<file path="src/rtl/dcache_ctrl.sv">
// Direct-mapped write-through L1 data cache controller (no-write-allocate) for the MEM stage.
// Load hit: 0 cycles; load miss: 1 + WORDS beats, then DONE; store: 2 cycles, then DONE.
// mem_ready low stretches stall_cache one cycle per wait; DCACHE_STATS_EN adds hit/miss counters.
module dcache_ctrl #(
  parameter int LINES = 16,
  parameter int WORDS = 4
) (
  input  logic        clk,
  input  logic        rst,
  input  logic        cpu_req,
  input  logic        cpu_we,
  input  logic [31:0] cpu_addr,
  input  logic [31:0] cpu_wdata,
  input  logic [3:0]  cpu_wstrb,
  output logic [31:0] cpu_rdata,
  output logic        stall_cache,
  output logic        mem_req,
  output logic        mem_we,
  output logic [31:0] mem_addr,
  output logic [31:0] mem_wdata,
  output logic [3:0]  mem_wstrb,
  input  logic [31:0] mem_rdata,
  input  logic        mem_ready
`ifdef DCACHE_STATS_EN
  ,
  output logic [31:0] hit_cnt,
  output logic [31:0] miss_cnt
`endif
);

  localparam int IDX_W = $clog2(LINES);
  localparam int OFF_W = $clog2(WORDS);
  localparam int TAG_W = 30 - IDX_W - OFF_W;

  typedef enum logic [1:0] {S_IDLE, S_REFILL, S_WRITE, S_DONE} state_t;

  state_t             state_q, state_d;
  logic [OFF_W-1:0]   beat_q, beat_d;
  logic [LINES-1:0]   valid_q;
  logic [TAG_W-1:0]   tag_q  [LINES];
  logic [31:0]        data_q [LINES][WORDS];

  logic [OFF_W-1:0]   offset;
  logic [IDX_W-1:0]   index;
  logic [TAG_W-1:0]   tag;
  logic               hit;
  logic               refill_wr;
  logic               store_wr;
  logic [31:0]        merged;
  logic               unused_addr_bits;

  assign offset = cpu_addr[OFF_W+1:2];
  assign index  = cpu_addr[OFF_W+IDX_W+1:OFF_W+2];
  assign tag    = cpu_addr[31:OFF_W+IDX_W+2];
  assign hit    = valid_q[index] && (tag_q[index] == tag);
  // Byte lane bits never index the array; they only matter to the memory side via wstrb.
  assign unused_addr_bits = ^cpu_addr[1:0];

  // Invalid lines read as zero so stale refill fragments are never visible.
  assign cpu_rdata = valid_q[index] ? data_q[index][offset] : 32'h0;

  // Store data merged byte-wise into the resident word.
  always_comb begin
    merged = data_q[index][offset];
    for (int b = 0; b < 4; b++) begin
      if (cpu_wstrb[b]) merged[b*8 +: 8] = cpu_wdata[b*8 +: 8];
    end
  end

  // Next-state and output decode; cpu inputs are held stable by the pipeline while stalled.
  always_comb begin
    state_d     = state_q;
    beat_d      = beat_q;
    stall_cache = 1'b0;
    mem_req     = 1'b0;
    mem_we      = 1'b0;
    mem_addr    = 32'h0;
    mem_wdata   = 32'h0;
    mem_wstrb   = 4'h0;
    refill_wr   = 1'b0;
    store_wr    = 1'b0;
    unique case (state_q)
      S_IDLE: begin
        if (cpu_req) begin
          if (cpu_we) begin
            stall_cache = 1'b1;
            state_d     = S_WRITE;
          end else if (!hit) begin
            stall_cache = 1'b1;
            state_d     = S_REFILL;
            beat_d      = '0;
          end
        end
      end
      S_REFILL: begin
        stall_cache = 1'b1;
        mem_req     = 1'b1;
        mem_addr    = {tag, index, beat_q, 2'b00};
        if (mem_ready) begin
          refill_wr = 1'b1;
          beat_d    = beat_q + 1'b1;
          if (&beat_q) state_d = S_DONE;
        end
      end
      S_WRITE: begin
        stall_cache = 1'b1;
        mem_req     = 1'b1;
        mem_we      = 1'b1;
        mem_addr    = {cpu_addr[31:2], 2'b00};
        mem_wdata   = cpu_wdata;
        mem_wstrb   = cpu_wstrb;
        if (mem_ready) begin
          store_wr = hit;
          state_d  = S_DONE;
        end
      end
      S_DONE: begin
        // One-cycle release so a store still on the inputs is not issued twice.
        state_d = S_IDLE;
      end
      default: state_d = S_IDLE;
    endcase
  end

  // Control state; valid is set only with the final refill beat so a cut-short refill stays invalid.
  always_ff @(posedge clk) begin
    if (rst) begin
      state_q <= S_IDLE;
      beat_q  <= '0;
      valid_q <= '0;
    end else begin
      state_q <= state_d;
      beat_q  <= beat_d;
      if (refill_wr && (&beat_q)) valid_q[index] <= 1'b1;
    end
  end

  // Tag and data arrays; writes are suppressed during reset so in-flight beats are dropped.
  always_ff @(posedge clk) begin
    if (!rst) begin
      if (refill_wr) data_q[index][beat_q] <= mem_rdata;
      if (refill_wr && (&beat_q)) tag_q[index] <= tag;
      if (store_wr) data_q[index][offset] <= merged;
    end
  end

`ifdef DCACHE_STATS_EN
  logic [31:0] hit_cnt_q, miss_cnt_q;

  // Load hit/miss counters sampled in IDLE only; stores are not counted.
  always_ff @(posedge clk) begin
    if (rst) begin
      hit_cnt_q  <= 32'h0;
      miss_cnt_q <= 32'h0;
    end else if (state_q == S_IDLE && cpu_req && !cpu_we) begin
      if (hit) hit_cnt_q  <= hit_cnt_q + 32'h1;
      else     miss_cnt_q <= miss_cnt_q + 32'h1;
    end
  end

  assign hit_cnt  = hit_cnt_q;
  assign miss_cnt = miss_cnt_q;
`endif

endmodule

</file>
<file path="config.mk">
export PLATFORM = sky130hd
export DESIGN_NAME = dcache_ctrl
export DESIGN_NICKNAME = d
export VERILOG_FILES = /design/src/rtl/dcache_ctrl.sv
export SDC_FILE = /design/constraint.sdc
export NUM_CORES = 2
export LEC_CHECK = 0
export ABC_AREA = 1
export CAP_MARGIN = 20
export CORE_AREA = 5 5 444 446
export CTS_CLUSTER_SIZE = 30
export DETAILED_ROUTE_END_ITERATION = 12
export DIE_AREA = 0 0 449 451
export DONT_BUFFER_PORTS = 1
export GPL_ROUTABILITY_DRIVEN = 0
export HOLD_SLACK_MARGIN = 0.12
export PLACE_DENSITY = 0.72
export SYNTH_ARGS = -nofsm -noshare
export SYNTH_HDL_FRONTEND = slang
export SYNTH_SLANG_ARGS = --single-unit
</file>
<file path="constraint.sdc">
create_clock -name clk -period 7.9 [get_ports clk]
set_input_delay 1.58 -clock clk [delete_from_list [all_inputs] [get_ports clk]]
set_output_delay 1.58 -clock clk [all_outputs]
set_load 0.02 [all_outputs]
</file>
==> impl_results.md <==
- Final-stage net count: 7128
- Die Ht: 451 um
- Status: completed
- I/O Buffers: 0
- PwrDens: 252.5 mW/mm2
- Root Driver: clkbuf_16
- Share of cells above drive strength 1: 10.37%
- Post-Place Cell Area: 0.1004 mm2
- Cell with the most instances after synthesis: edfxtp_1
- Slew headroom: 20.57%
- Fill cells: 14548
- Worst Skew: 0.1057 ns
- Area added between synthesis and finish: 13.28%
- VDD IR max: 0.0002295 V
- Clk sinks: 2452
- Crit end category: output port
- CORE AREA: 0.1922 mm2
- Net Sw Frac: roughly a quarter
- Drt initial violations: 9729
- Final setup vio count: 0
- Arrival @ worst endpoint: 5.19 ns
- Placed insts: 9263
- First-pass GRT wire length: 405700 um
- Total CTS buffers: 232
- Crit path time final: 6.766 ns
- # rows: approximately 160
- Post-DP HPWL: 157900 um
- Setup_tns: 0 ns
- Worst min path class: register to register
- CTS H-Tree Depth: 4
- RSZ-0062 raised after global routing: false
- Vias: 62017
- Fmax: 147.8 MHz
- Final std cells w/o fill: 9755
- Max-cap viol count: 0
- Final Cell Area: 0.1086 mm2
- Final Max Slew Viols: 0
- Setup bufs post-CTS: 0
- Vias in the first global route: 58844
- CTS resizes: 0
- Clk_lat worst skew: 0.92 ns
- Share of the synthesized area in the top cell type: 76.17%
- Final worst-path cycle share: 85.65%
- Grt ovf: 0
- Cell taking the most area after synthesis: edfxtp_1
- Final hold vios: 0
- Hold-fix buffers, CTS: 0
- Leakage power: 36.62 nW
- Top cells by area, synth: edfxtp_1 (76%), a22oi_1 (8.0%), nand2_1 (7.7%)
- Largest fanout on the critical path: ~180
- Initial antenna violation count: 16
- Post-route ant nets: 0
- Drt first pass iters: 7
- Routed len/inst: roughly 29 um
- CTS tree: built
- Routed WL: 284900 um
- Kind of start point of the critical path: input port
- Gate Count Post-Synth: between 6000 and 7000
- Clk buf depth: 3
- Clock power frac: approximately 40%
- Vias per inst: 6.357
- Sequential power share: 52.3%
- Initial Util: 49.89%
- Gr usage total: approximately 27%
- Synth top cells by count: edfxtp_1 (2432), nand2_1 (1969), a22oi_1 (1024)
- I/O Pins: 208
- Syn Area/Cell: 13.85 um2
- Crit path kind: input port to output port
- Ys Warns: 0
- Worst Slack Setup Final: about 1.1 ns
- Cell variety after synth: 32
- Dpl ws: 1.229 ns
- Die area: 0.2025 mm2
- Slew at the pin closest to its max-slew limit: ~1.2 ns
- Int Power: around 21 mW
- Largest net degree at the start of global routing: 178
- Die width: about 450 um
- EDFF count, synth: 2432
- Main synth FF type: edfxtp_1
- Synthesized flop and latch total: 2452
- CP required: 6.32 ns
- Combinational share of power: 7.1%
- Seq/Total Area, Yosys: about three quarters
- Synthesized area: ~0.096 mm2
- DRC errors left: 0
- Clock Pin Slew Worst Setup and Hold Paths: 0.06 ns
- P_sw: 6.392 mW
- FFs w/ async S/R, synth: 0%
stage by stage:
stage	util, %	power (mW)	hold slack, ns
2_1_floorplan	-	15.73	0.4231
3_3_place_gp	52.17	16.40	0.4333
3_5_place_dp	52.26	16.45	0.4493
4_1_cts	56.25	27.36	0.4653
5_1_grt	56.51	28.12	0.4864
6_report	56.52	27.42	0.4720
cells by family after synthesis:
kind of cell / synth area share (%)
DFF: 76.59
and+or+nand+nor: 9.182
AOI/OAI and AO/OA: 11.49
buffers and inverters: 2.619
adders and majority gates: 0.1174
other: 0.003911
path summary, 6_finish.rpt:
path | start | to | slack, ns | cells past startpoint
setup / recovery | cpu_addr[4] | cpu_rdata[3] | 1.13 | 12
setup reg to reg | tag_q[6][13] | data_q[14][101] | 3.52 | 18
hold reg to reg | valid_q[4] | valid_q[4] | 0.47 | 2
hold / removal | valid_q[4] | valid_q[4] | 0.47 | 2
area by class of cell:
cell class	instances	area, um2	area share, %
inverters	149	573.1	0.5276
clock buffers	273	6002	5.526
clock inverters	160	1654	1.523
diodes	16	40.04	0.03686
flip-flops and latches	2452	73430	67.60
repair buffers	292	2883	2.654
well taps	2526	3161	2.910
multi-input cells	3887	20880	19.22
sequential cells by signal (all words and copies together) (netlist names):
signal	count
beat_q	2
data_q	2048
state_q	2
tag_q	384
valid_q	16
metal layers:
metal / share of wire [%] / GRT usage (%) / wire (um) / vias to the layer above
met5: 0.0095 / 0 / 27 / -
met4: 5.6 / 13.94 / 16030 / 4
met3: 14 / 7.559 / 38940 / 807
met2: 46 / 41.76 / 130100 / 4661
met1: 35 / 36.08 / 99870 / 30419
li1: - / - / - / 26126
worst max-delay path, stage by stage:
cell     delay, ns
inv_4         0.64
nor2_4        0.14
buf_12        0.22
buf_12        0.21
a22oi_1       0.21
a21oi_1       0.10
nor4_1        1.00
nor2_1        0.17
nor2_1        0.20
a21oi_1       0.09
buf_4         0.21
buf_4         0.17
placed cells by master, fill, tap and decap left out, drive strengths merged:
master	count
a31oi	25
nand4	62
dfxtp	20
or2	4
clkinv	119
diode	16
nor4	30
a21oi	241
a22oi	1024
buf	286
nand2	1970
clkinvlp	12
edfxtp	2432
nand3	42
a21boi	91
clkbuf	279
inv	154
o21ai	223
o22ai	12
a211oi	1
ha	9
nor3	28
conb	2
o21a	7
bufinv	24
a22o	4
nor2	112
power groups by stage:
stage	registers (mW)	clock network, mW	logic, mW
final	14.3	11.1	1.94
after global routing	14.3	11.8	2.04
after CTS	14.3	11.2	1.84
after detailed placement	14.6	0	1.83
after global placement	14.6	0	1.78
after floorplan	14.6	0	1.12
Note: power is estimated with default switching activity, not from simulation.
